[src/rtl/frac_baud_gen.sv]
// ---------------------------------------------------------------------------
// frac_baud_gen
//   Fractional baud / SCLK generator. Runs on the system clock only. A
//   phase accumulator produces toggles whose average half-period is exactly
//   the programmed fixed-point divisor. A small start/stop FSM emits a
//   programmed number of edges (or free-runs until stopped). It holds clk_out
//   at the CPOL idle level while stopped, and it pulses tick on each edge and
//   done on normal completion.
//
//   Build option:
//     FRAC_BAUD_FRAC_EN  defined   -> full INT_W.FRAC_W accumulator
//                        undefined -> fractional divisor bits ignored,
//                                     half-period = floor(divisor), min 1
//
//   Ports:
//     clock       in   system clock, rising edge
//     reset       in   asynchronous active-low reset
//     enable      in   clock enable; low freezes accumulator/clk_out/count
//     divisor     in   half-period in clock cycles, UQ INT_W.FRAC_W
//     div_load    in   strobe: capture divisor into the pending shadow
//     start       in   begin a run (only honoured when idle)
//     stop        in   abort a run (wins over tick and start)
//     edge_count  in   toggles to produce, 0 = free-run
//     cpol        in   idle level of clk_out (latched at start)
//     clk_out     out  generated clock
//     tick        out  one-cycle pulse on every clk_out edge
//     busy        out  high while running
//     done        out  one-cycle pulse on normal completion
//     edges_left  out  remaining toggles (0 in free-run)
// ---------------------------------------------------------------------------
module frac_baud_gen #(
  parameter int INT_W  = 24,
  parameter int FRAC_W = 8,
  parameter int CNT_W  = 16
) (
  input  logic                    clock,
  input  logic                    reset,
  input  logic                    enable,
  input  logic [INT_W+FRAC_W-1:0] divisor,
  input  logic                    div_load,
  input  logic                    start,
  input  logic                    stop,
  input  logic [CNT_W-1:0]        edge_count,
  input  logic                    cpol,
  output logic                    clk_out,
  output logic                    tick,
  output logic                    busy,
  output logic                    done,
  output logic [CNT_W-1:0]        edges_left
);

`ifdef FRAC_BAUD_FRAC_EN
  localparam int AF = FRAC_W;
`else
  localparam int AF = 0;
  // Fractional bits have no effect in the integer-only build.
  logic unused_frac_bits;
  assign unused_frac_bits = ^divisor[FRAC_W-1:0];
`endif

  // DW: divisor bits actually used; AW: accumulator gets one headroom bit
  // because acc + ONE can reach just under 2*D_act.
  localparam int DW = INT_W + AF;
  localparam int AW = DW + 1;
  localparam logic [DW-1:0] ONE = DW'(1) << AF;
  localparam logic [DW-1:0] TWO = ONE << 1;

  typedef enum logic {S_IDLE, S_RUN} state_t;

  state_t          state;
  logic [DW-1:0]   d_pend;
  logic [DW-1:0]   d_act;
  logic [AW-1:0]   acc;
  logic            cpol_q;

  logic [DW-1:0]   div_eff;
  logic [DW-1:0]   div_clamp;
  logic [AW-1:0]   acc_sum;
  logic [AW-1:0]   acc_wrap;
  logic            hit;

  // Top DW bits of the port: the whole value in the fractional build, only
  // the integer part otherwise.
  assign div_eff   = divisor[INT_W+FRAC_W-1 -: DW];
  // Anything below one cycle degenerates to a tick every enabled cycle.
  assign div_clamp = (div_eff < ONE) ? ONE : div_eff;

  assign acc_sum   = acc + AW'(ONE);
  assign hit       = (acc_sum >= {1'b0, d_act});
  assign acc_wrap  = acc_sum - {1'b0, d_act};

  always_ff @(posedge clock or negedge reset) begin
    if (!reset) begin
      state      <= S_IDLE;
      d_pend     <= TWO;
      d_act      <= TWO;
      acc        <= '0;
      cpol_q     <= 1'b0;
      clk_out    <= 1'b0;
      tick       <= 1'b0;
      busy       <= 1'b0;
      done       <= 1'b0;
      edges_left <= '0;
    end else begin
      tick <= 1'b0;
      done <= 1'b0;

      // Shadow capture is independent of state; d_act only picks it up on
      // an edge boundary, so a load landing on a tick waits one more edge.
      if (div_load) d_pend <= div_clamp;

      case (state)
        S_IDLE: begin
          clk_out <= cpol;
          acc     <= '0;
          busy    <= 1'b0;
          if (start && !stop) begin
            state      <= S_RUN;
            busy       <= 1'b1;
            edges_left <= edge_count;
            d_act      <= d_pend;
            cpol_q     <= cpol;
          end
        end

        S_RUN: begin
          if (stop) begin
            state   <= S_IDLE;
            busy    <= 1'b0;
            clk_out <= cpol_q;
            acc     <= '0;
          end else if (enable) begin
            if (hit) begin
              tick  <= 1'b1;
              acc   <= acc_wrap;
              d_act <= d_pend;
              if (edges_left == CNT_W'(1)) begin
                // Last edge: land on idle level even for odd counts.
                clk_out    <= cpol_q;
                edges_left <= '0;
                done       <= 1'b1;
                busy       <= 1'b0;
                state      <= S_IDLE;
              end else begin
                clk_out <= ~clk_out;
                // edges_left==0 here means free-run; leave it at 0.
                if (edges_left != '0) edges_left <= edges_left - CNT_W'(1);
              end
            end else begin
              acc <= acc_sum;
            end
          end
        end
      endcase
    end
  end

endmodule

[config.mk]
export PLATFORM = sky130hd
export DESIGN_NAME = frac_baud_gen
export DESIGN_NICKNAME = d
export VERILOG_FILES = /design/src/rtl/frac_baud_gen.sv
export SDC_FILE = /design/constraint.sdc
export NUM_CORES = 1
export LEC_CHECK = 0
export CORE_UTILIZATION = 51
export DETAILED_ROUTE_END_ITERATION = 8
export HOLD_SLACK_MARGIN = 0.1
export PLACE_DENSITY_LB_ADDON = 0.05
export REMOVE_ABC_BUFFERS = 1
export SLEW_MARGIN = 20
export SYNTH_ARGS = -nofsm -noshare
export SYNTH_HDL_FRONTEND = slang
export SYNTH_SLANG_ARGS = --single-unit
[constraint.sdc]
create_clock -name clock -period 3.7 [get_ports clock]
set_input_delay 0.74 -clock clock [delete_from_list [all_inputs] [get_ports clock]]
set_output_delay 0.74 -clock clock [all_outputs]
set_load 0.03 [all_outputs]
# Yosys cells after proc, flatten, opt, wreduce, memory -nomap -nowiden
# Cells that the tools add are included.
[totals]
ff_bits = 95
word_cells = 76
out_inout_bits = 20
input_bits = 55
[op_classes]
reduce_logical = 8
order_cmp = 2
n_eq_ne = 9
mux = 42
n_bitwise = 2
addsub = 3
[ops]
columns = ["operator", "n"]
rows = [
  ["$mux 24", 5],
  ["$mux 16", 6],
  ["$mux 25", 3],
  ["$pmux 25 s2", 1],
  ["$pmux 24 s2", 1],
  ["$pmux 16 s2", 1],
  ["$add 25x1->25 const B", 1],
  ["$ge 25x24->1", 1],
  ["$sub 25x24->25", 1],
  ["$lt 24x1->1 const B", 1],
  ["$mux 1", 22],
  ["$eq 16x1->1 const B", 1],
  ["$reduce_bool 16->1", 1],
  ["$sub 16x1->16 const B", 1],
  ["$ne 2x2->1 const B", 3],
  ["$ne 3x2->1 const B", 2],
  ["$pmux 1 s2", 3],
  ["$reduce_and 5->1", 1],
  ["$reduce_and 2->1", 2],
  ["$reduce_and 4->1", 1],
  ["$ne 3x1->1 const B", 1],
  ["$ne 3x3->1 const B", 1],
  ["$reduce_and 3->1", 1],
  ["$ne 2x1->1 const B", 1],
  ["3 further kinds", 4],
]

# Depth between registers and ports, before layout
# Gate-level depths: netlist (run 1).
[logic_depth]
word_depth = 7
mapped_depth = 18
ltp_nobuf = 16

# Worst setup path before layout (run 1)
# Ideal clock, no wire load.
[synth_path]
path_type = "register -> register"
startpoint = "register acc[0]"
endpoint = "register d_act[10]"
synth_period_minus_slack_ns = 3.793
arrival_ns = 3.667
path_slack_ns = -0.093
stages_incl_launch_ff = 16
setup_time_ns = 0.125
path_buffers = 1
required_time_ns = 3.575
path_cell_list = "dfrtp_1 > ha_1 > and4_4 > nand3_4 > or2_2 > nand2b_1 > xnor2_1 > ha_1 > a21o_1 > a21oi_1 > inv_1 > o41ai_4 > o21ai_2 > a21oi_4 > buf_6 > mux2_4"
[synth_via]
elab_chain_cells = 4
[synth_lines]
columns = ["item", "line", "source"]
rows = [
  ["start, declared", "73", "logic [AW-1:0] acc;"],
  ["start signal, assigned", "135", "acc <= acc_wrap;"],
  ["start signal, assigned", "150", "acc <= acc_sum;"],
  ["$add 25x1->25", "88", "assign acc_sum = acc + AW'(ONE);"],
  ["$ge 25x24->1", "89", "assign hit = (acc_sum >= {1'b0, d_act});"],
  ["$ne 2x1->1 (no source line)", "-", ""],
  ["$reduce_and 4->1 (no source line)", "-", ""],
  ["end signal, assigned", "121", "d_act <= d_pend;"],
  ["end signal, assigned", "136", "d_act <= d_pend;"],
  ["end, declared", "72", "logic [DW-1:0] d_act;"],
]
# Every way passes these cells.
# A chain may end at the register's enable or synchronous reset.

# Worst setup path in the final report (run 1)
[layout_path]
startpoint = "register acc[0]"
endpoint = "register d_act[3]"
# The elaborated chain is that of the path after synthesis.

==> summary.md, run 1 <==
| Metric | Value |
|---|---|
| Top-Level Pins | 75 |
| Final clock skew | 0.00595 ns |
| Post-synth top cells | 93 x dfrtp_1, 52 x nand2_1, 42 x o21ai_0 |
| DRC errors left | 20 |
| Unrepaired setup endpoints after global routing | true |
| Hold Crit Class | in2async |
| Worst EP required | 3.93 ns |
| Grt total ovfl | 0 |
| Global-route wire length before repair | 25200 um |
| Worst vdd ir | 0.279 mV |
| CP endpoint kind | flip-flop |
| Hold slack | 0.441 ns |
| Hold-fix buffers at CTS | 0 |
| Worst setup SP type | flip-flop |
| Layout cells sized above 1 | 24.0% |
| Routed Wire Length | 15200 um |
| Pleak | 3.58 nW |
| Port buffer count | 66 |
| Top-count cell post-synth | dfrtp_1 |
| Min cycle time layout | 3.68 ns |
| Core Footprint | 0.0115 mm2 |
| Top cells by area, synth | dfrtp_1 38%, ha_1 5.5%, mux2_2 5.2%, mux2_4 4.7%, o21ai_0 3.4% |
| Synth Warn # | 0 |
| Largest net degree at the start of global routing | 57 |
| Max Buffers Root-to-Sink | 2 |
| Iteration-0 DRC Markers | 407 |
| Non-Filler Instances | 902 |
| Final period utilization | 99.4% |
| Final WS setup | 0.0239 ns |
| Synthesized area per cell | 9.69 um2 |
| Pins Over Slew Limit | 0 |
| Power Total | 0.00324 W |
| Arr. time, crit path | 3.91 ns |
| Failing checks | DRC |
| Placed Cells | 875 |
| Die width | 111 um |
| DRT Pass-1 Iters | 9 |
| Dpl ws | -0.258 ns |
| GRT Overall Usage | 25.5% |
| Crit Path Category | reg2reg |
| Post-synth top area share | 38.1% |
| Worst skew pair latency | 0.35 ns |
| Syn Std Cell Area | 0.00610 mm2 |
| Post-synth top flop | dfrtp_1 |
| Slew @ Worst Pin | 1.01 ns |
| Hold Vio Cnt, Final | 0 |
| Cts bufs inserted | 9 |
| H-Tree Depth | 3 |
| Rows | 39 |
| Clock root buffer | clkbuf_16 |
| Final Wtd Congestion | 0.917 |
| F_max | 0.272 GHz |
| Detailed-route vias per instance | 5.74 |
| DR vias | 5176 |
| Worst slew margin | 32.3% |
| Die height | 111 um |
| N_diodes | 0 |
| Die Area | 0.0124 mm2 |
| Post-synth EDFFs | 0 |
| Yosys cell types | 69 |
| # setup viols final | 0 |
| Initial antenna violation count | 0 |
| Clock-pin slew of the registers on the worst-case setup and hold paths | 0.06 ns |
| Cells after Synth | 630 |
| Fraction of registers with async set/reset | 100% |
| Antenna viol nets, final | 0 |
| Setup TNS | 0 ns |
| Final net count | 837 |
| HPWL after detailed placement | 11000 um |
| Leading area contributor after synthesis | dfrtp_1 |
| Synthesized flop and latch total | 95 |
| Status | complete, but fails checks |
| Per-cell routed wire length | 16.8 um |
| Seq/Total Area, Yosys | 39.0% |
| Vias in the first global route | 5245 |
| PwrDens | 413 mW/mm2 |
| Largest fanout on the critical path | 6 |
| Initial core utilization | 53.0% |
| CTS Sinks | 95 |
| Number of max-cap violations | 0 |
| CTS tree | yes |
| Layout area overhead | 28.8% |
[cells in the final DEF, fill, tap and decap left out, drive strengths merged, types with 9 or more instances in the layout]
| cell | Yosys | layout |
|---|---|---|
| a21o | 11 | 11 |
| a21oi | 41 | 41 |
| a22o | 11 | 11 |
| buf | 10 | 74 |
| clkbuf | 16 | 11 |
| clkdlybuf4s50 | 0 | 65 |
| dfrtp | 93 | 93 |
| ha | 27 | 27 |
| inv | 37 | 37 |
| mux2 | 47 | 47 |
| nand2 | 54 | 54 |
| nand3 | 18 | 18 |
| nand4 | 9 | 9 |
| nor2 | 40 | 40 |
| nor3 | 15 | 15 |
| nor4 | 14 | 14 |
| o21ai | 57 | 57 |
| xnor2 | 24 | 24 |
| xor2 | 19 | 19 |
[registers in the layout (all words and copies together), names as in the netlist]
register    flops
acc            25
done            1
state           1
cpol_q          1
edges_left     16
busy            1
clk_out         1
d_pend         24
tick            1
d_act          24
[power breakdown]
group	total (W)	switching, W	internal [W]
clock	0.000930	0.000388	0.000542
combinational	0.000997	0.000507	0.000490
sequential	0.00132	0.000130	0.00119
total	0.00324	0.00103	0.00222
[layout make-up]
cell class / instances / area [um2]
Clock buffer: 11 / 243
Timing Repair Buffer: 139 / 1260
Sequential cell: 95 / 2380
Tap cell: 143 / 179
Multi-Input combinational cell: 472 / 3600
Clock inverter: 5 / 57.6
Inverter: 37 / 139
Fill cell: 913 / 3660
[through the flow]
| step | area (um2) | util [%] |
|---|---|---|
| after global routing | 7860 | 68.2 |
| after floorplan | 5950 | - |
| after detailed placement | 7290 | 63.3 |
| after global placement | 7290 | 63.3 |
| final | 7860 | 68.2 |
| after CTS | 7760 | 67.4 |
[what timing repair did]
| action | CTS | global route |
|---|---|---|
| gates cloned | 2 | 0 |
| setup endpoints to repair | 63 | 65 |
| pin swaps | 7 | 11 |
| gates resized for setup | 17 | 29 |
| setup buffers | 6 | 4 |
[cell families (layout without fill, tap and decap cells)]
group / after synthesis / in the layout / synth area share [%]
compound gates: 161 / 161 / 17.4
xor+xnor: 43 / 43 / 6.17
fa+ha+maj: 28 / 28 / 5.86
buf+inv: 63 / 192 / 4.70
flops: 95 / 95 / 39.0
mux: 55 / 55 / 11.2
simple gates: 185 / 185 / 15.7
[worst max-delay path, cell delays in order (launching register included)]
cell and delay, ns:
dfrtp_1 0.36, ha_2 0.19, and4_4 0.24, nand3_4 0.08
or2_4 0.29, nand2b_4 0.16, xnor2_2 0.14, ha_1 0.30
a21o_1 0.20, a21oi_2 0.17, inv_2 0.06, o41ai_4 0.41
o21ai_2 0.12, a21oi_4 0.24, buf_6 0.15, buf_12 0.12
mux2_2 0.33
[metal layers]
layer | part of all wire [%] | wire [um] | global-route usage [%] | vias to the layer above
li1 | - | - | - | 2525
met1 | 45 | 6790 | 32.4 | 2472
met2 | 48 | 7360 | 43.3 | 153
met3 | 4.5 | 690 | 3.86 | 26
met4 | 2.3 | 349 | 11.1 | 0
met5 | 0 | 0 | 0 | -
[worst paths after layout]
| check | from | endpoint | slack (ns) | cells after the start |
|---|---|---|---|---|
| max | acc[0]$_DFFE_PN0P_ | d_act[3]$_DFFE_PN0P_ | 0.02 | 16 |
| min | reset | edges_left[2]$_DFFE_PN0P_ | 0.44 | 1 |
| max reg2reg | acc[0]$_DFFE_PN0P_ | d_act[3]$_DFFE_PN0P_ | 0.02 | 16 |
| min reg2reg | cpol_q$_DFFE_PN0P_ | cpol_q$_DFFE_PN0P_ | 0.49 | 2 |
| max in group asynchronous | reset | d_act[8]$_DFFE_PN0P_ | 2.47 | 2 |
| min in group clock | cpol_q$_DFFE_PN0P_ | cpol_q$_DFFE_PN0P_ | 0.49 | 2 |
Power figures use the tool's default switching activity.
==> run 2, diff against run 1 <==
--- a/config.mk
+++ b/config.mk
@@ -8,7 +8,7 @@
 export CORE_UTILIZATION = 51
 export DETAILED_ROUTE_END_ITERATION = 8
 export HOLD_SLACK_MARGIN = 0.1
-export PLACE_DENSITY_LB_ADDON = 0.05
+export PLACE_DENSITY = 0.82
 export REMOVE_ABC_BUFFERS = 1
 export SLEW_MARGIN = 20
 export SYNTH_ARGS = -nofsm -noshare
==> run 2 against run 1 <==
The run ends with DRC, setup timing left. Critical path depth down 1. Register-to-register slack worse by 0.03 ns. Utilization up 0.83 points. Via count up 5.3%. Clock power up 2.4%. Worst setup slack worse by 0.029 ns.
==> summary.md, run 2 (synthesis results as in run 1) <==
| Metric | Value |
|---|---|
| Status | complete, but fails checks |
| Failing checks | DRC, setup timing |
| Largest net degree at the start of global routing | 54 |
| Setup TNS | -0.0184 ns |
| HPWL after detailed placement | 10900 um |
| Die Area | 0.0124 mm2 |
| Pleak | 3.60 nW |
| Top-Level Pins | 75 |
| Cts bufs inserted | 9 |
| CP endpoint kind | flip-flop |
| Core Footprint | 0.0115 mm2 |
| Vias in the first global route | 5340 |
| Hold Vio Cnt, Final | 0 |
| Reg2reg end | d_act[12]$_DFFE_PN0P_ |
| Worst setup SP type | flip-flop |
| Initial antenna violation count | 0 |
| PwrDens | 416 mW/mm2 |
| Worst R2R Path Depth | 15 |
| Worst Setup EP | d_act[12]$_DFFE_PN0P_ |
| Final period utilization | 100% |
| Crit Path Category | reg2reg |
| Number of max-cap violations | 0 |
| Unrepaired setup endpoints after global routing | true |
| Clock-pin slew of the registers on the worst-case setup and hold paths | 0.07 ns |
| Global-route wire length before repair | 26000 um |
| DRC errors left | 18 |
| DR vias | 5448 |
| Hold Crit Class | in2async |
| Die height | 111 um |
| Per-cell routed wire length | 18.3 um |
| Arr. time, crit path | 3.93 ns |
| Non-Filler Instances | 893 |
| Worst skew pair latency | 0.34 ns |
| Rows | 39 |
| Final WS setup | -0.00511 ns |
| Largest fanout on the critical path | 6 |
| Placed Cells | 862 |
| Layout fillers | 833 |
| Critical path launch point | acc[0]$_DFFE_PN0P_ |
| Iteration-0 DRC Markers | 510 |
| Biggest register | acc |
| FF-to-FF Start | acc[0]$_DFFE_PN0P_ |
| Clock root buffer | clkbuf_16 |
| Biggest registers after layout | acc (25), d_act (24), d_pend (24) |
| Worst slew margin | 31.3% |
| GRT Overall Usage | 25.9% |
| # setup viols final | 7 |
| Die width | 111 um |
| Final Wtd Congestion | 0.927 |
| DRT Pass-1 Iters | 9 |
| Worst EP required | 3.93 ns |
| Reg area | 0.00238 mm2 |
| Max Buffers Root-to-Sink | 2 |
| Layout cells sized above 1 | 25.5% |
| Final clock skew | 0.00586 ns |
| Hold slack | 0.432 ns |
| Critical path cell sequence | ha_2 > and4_4 > nand3_4 > or2_4 > nand2b_4 > xnor2_4 > ha_4 > a21o_1 > a21oi_2 > inv_2 > o41ai_4 > o21ai_4 > a21oi_4 > buf_6 > mux2_4 |
| Initial core utilization | 53.0% |
| Final net count | 828 |
| Hold-fix buffers at CTS | 0 |
| Worst vdd ir | 0.432 mV |
| Most frequent cells in the layout | 92 x dfrtp_1, 65 x clkdlybuf4s50_1, 54 x buf_4 |
| Port buffer count | 66 |
| Power Total | 0.00331 W |
| CTS tree | yes |
| Multi-input logic area | 0.00373 mm2 |
| Routed Wire Length | 16300 um |
| Min cycle time layout | 3.71 ns |
| Slew @ Worst Pin | 1.03 ns |
| N_diodes | 0 |
| Detailed-route vias per instance | 6.10 |
| Largest register FFs | 25 |
| Layout area overhead | 30.3% |
| Commonest non-fill, non-tap cell in the layout | dfrtp_1 |
| CTS Sinks | 95 |
| R2R setup slack | -0.005 ns |
| Grt total ovfl | 0 |
| H-Tree Depth | 3 |
| Antenna viol nets, final | 0 |
| Pins Over Slew Limit | 0 |
| Critical Path Slowest Stage Cell | o41ai_4 |
| F_max | 0.270 GHz |
| Crit-path max cell delay | 0.47 ns |
==> run 2: cell count changes in the layout (fill, tap and decap cells not counted), moves of 3 or more <==
cell,change
buf_6,+3
nand2_2,+3
ha_4,+3
mux2_2,-5
nand2_1,-3
mux2_4,+5
buf_4,-14
ha_1,-5
xnor2_1,-3
==> run 2: repair_timing <==
action | CTS | global route
pin swaps | 9 | 29
setup buffers | 8 | 8
endpoints found under the setup margin | 69 | 70
gates cloned | 2 | 1
resized for setup | 26 | 57
==> run 2: worst min-delay path by stage <==
stage / slack (ns) / cells after the start / startpoint / endpoint
finish: 0.43 / 1 / reset / edges_left[1]$_DFFE_PN0P_
global route: 0.50 / 1 / reset / edges_left[0]$_DFFE_PN0P_
CTS: 0.46 / 1 / reset / edges_left[1]$_DFFE_PN0P_
detailed placement: 0.47 / 2 / cpol_q$_DFFE_PN0P_ / cpol_q$_DFFE_PN0P_
global placement: 0.46 / 2 / cpol_q$_DFFE_PN0P_ / cpol_q$_DFFE_PN0P_
floorplan: 0.44 / 0 / reset / acc[0]$_DFFE_PN0P_
==> run 2: layout make-up <==
cell class,count,share of cell area [%]
Clock buffer,11,3.05
Clock inverter,5,0.739
Inverter,37,1.75
Multi-Input combinational cell,472,46.9
Sequential cell,95,29.9
Tap cell,143,2.25
Timing Repair Buffer,130,15.4
==> run 2: per-stage QoR <==
step / instance area, um2 / worst slack, ns / util (%)
finish: 7950 / -0.00511 / 69.1
global route: 7950 / -0.163 / 69.1
CTS: 7720 / -0.00859 / 67.0
detailed placement: 7180 / -0.295 / 62.3
global placement: 7180 / -0.135 / 62.3
floorplan: 5950 / -0.961 / -
==> run 2: report_power, final <==
part	internal [W]	total [W]	leakage, nW	switching, W
logic	0.000501	0.00103	2.28	0.000527
registers	0.00119	0.00133	1.18	0.000140
clock network	0.000543	0.000952	0.142	0.000409
==> run 2: layer usage <==
layer	routed length, um	track usage (%)
met1	6610	32.8
met4	354	9.01
met3	1170	4.35
met5	0	0
met2	8180	44.8
==> run 2: critical path: cells and delay by family (launching register included) <==
kind                       cells  cell delay, ns
AOI/OAI and AO/OA              5            1.27
xor gates and xnor gates       1            0.19
adders and majority gates      2            0.42
buffers and inverters          2            0.27
DFF                            1            0.37
muxes                          1            0.31
and+or+nand+nor                4            0.76
==> run 3, diff against run 2 <==
--- a/config.mk
+++ b/config.mk
@@ -7,7 +7,6 @@
 export LEC_CHECK = 0
 export CORE_UTILIZATION = 51
 export DETAILED_ROUTE_END_ITERATION = 8
-export HOLD_SLACK_MARGIN = 0.1
 export PLACE_DENSITY = 0.82
 export REMOVE_ABC_BUFFERS = 1
 export SLEW_MARGIN = 20
==> results of run 3 <==
The final DEF is identical to that of run 2; final timing and power are the same.
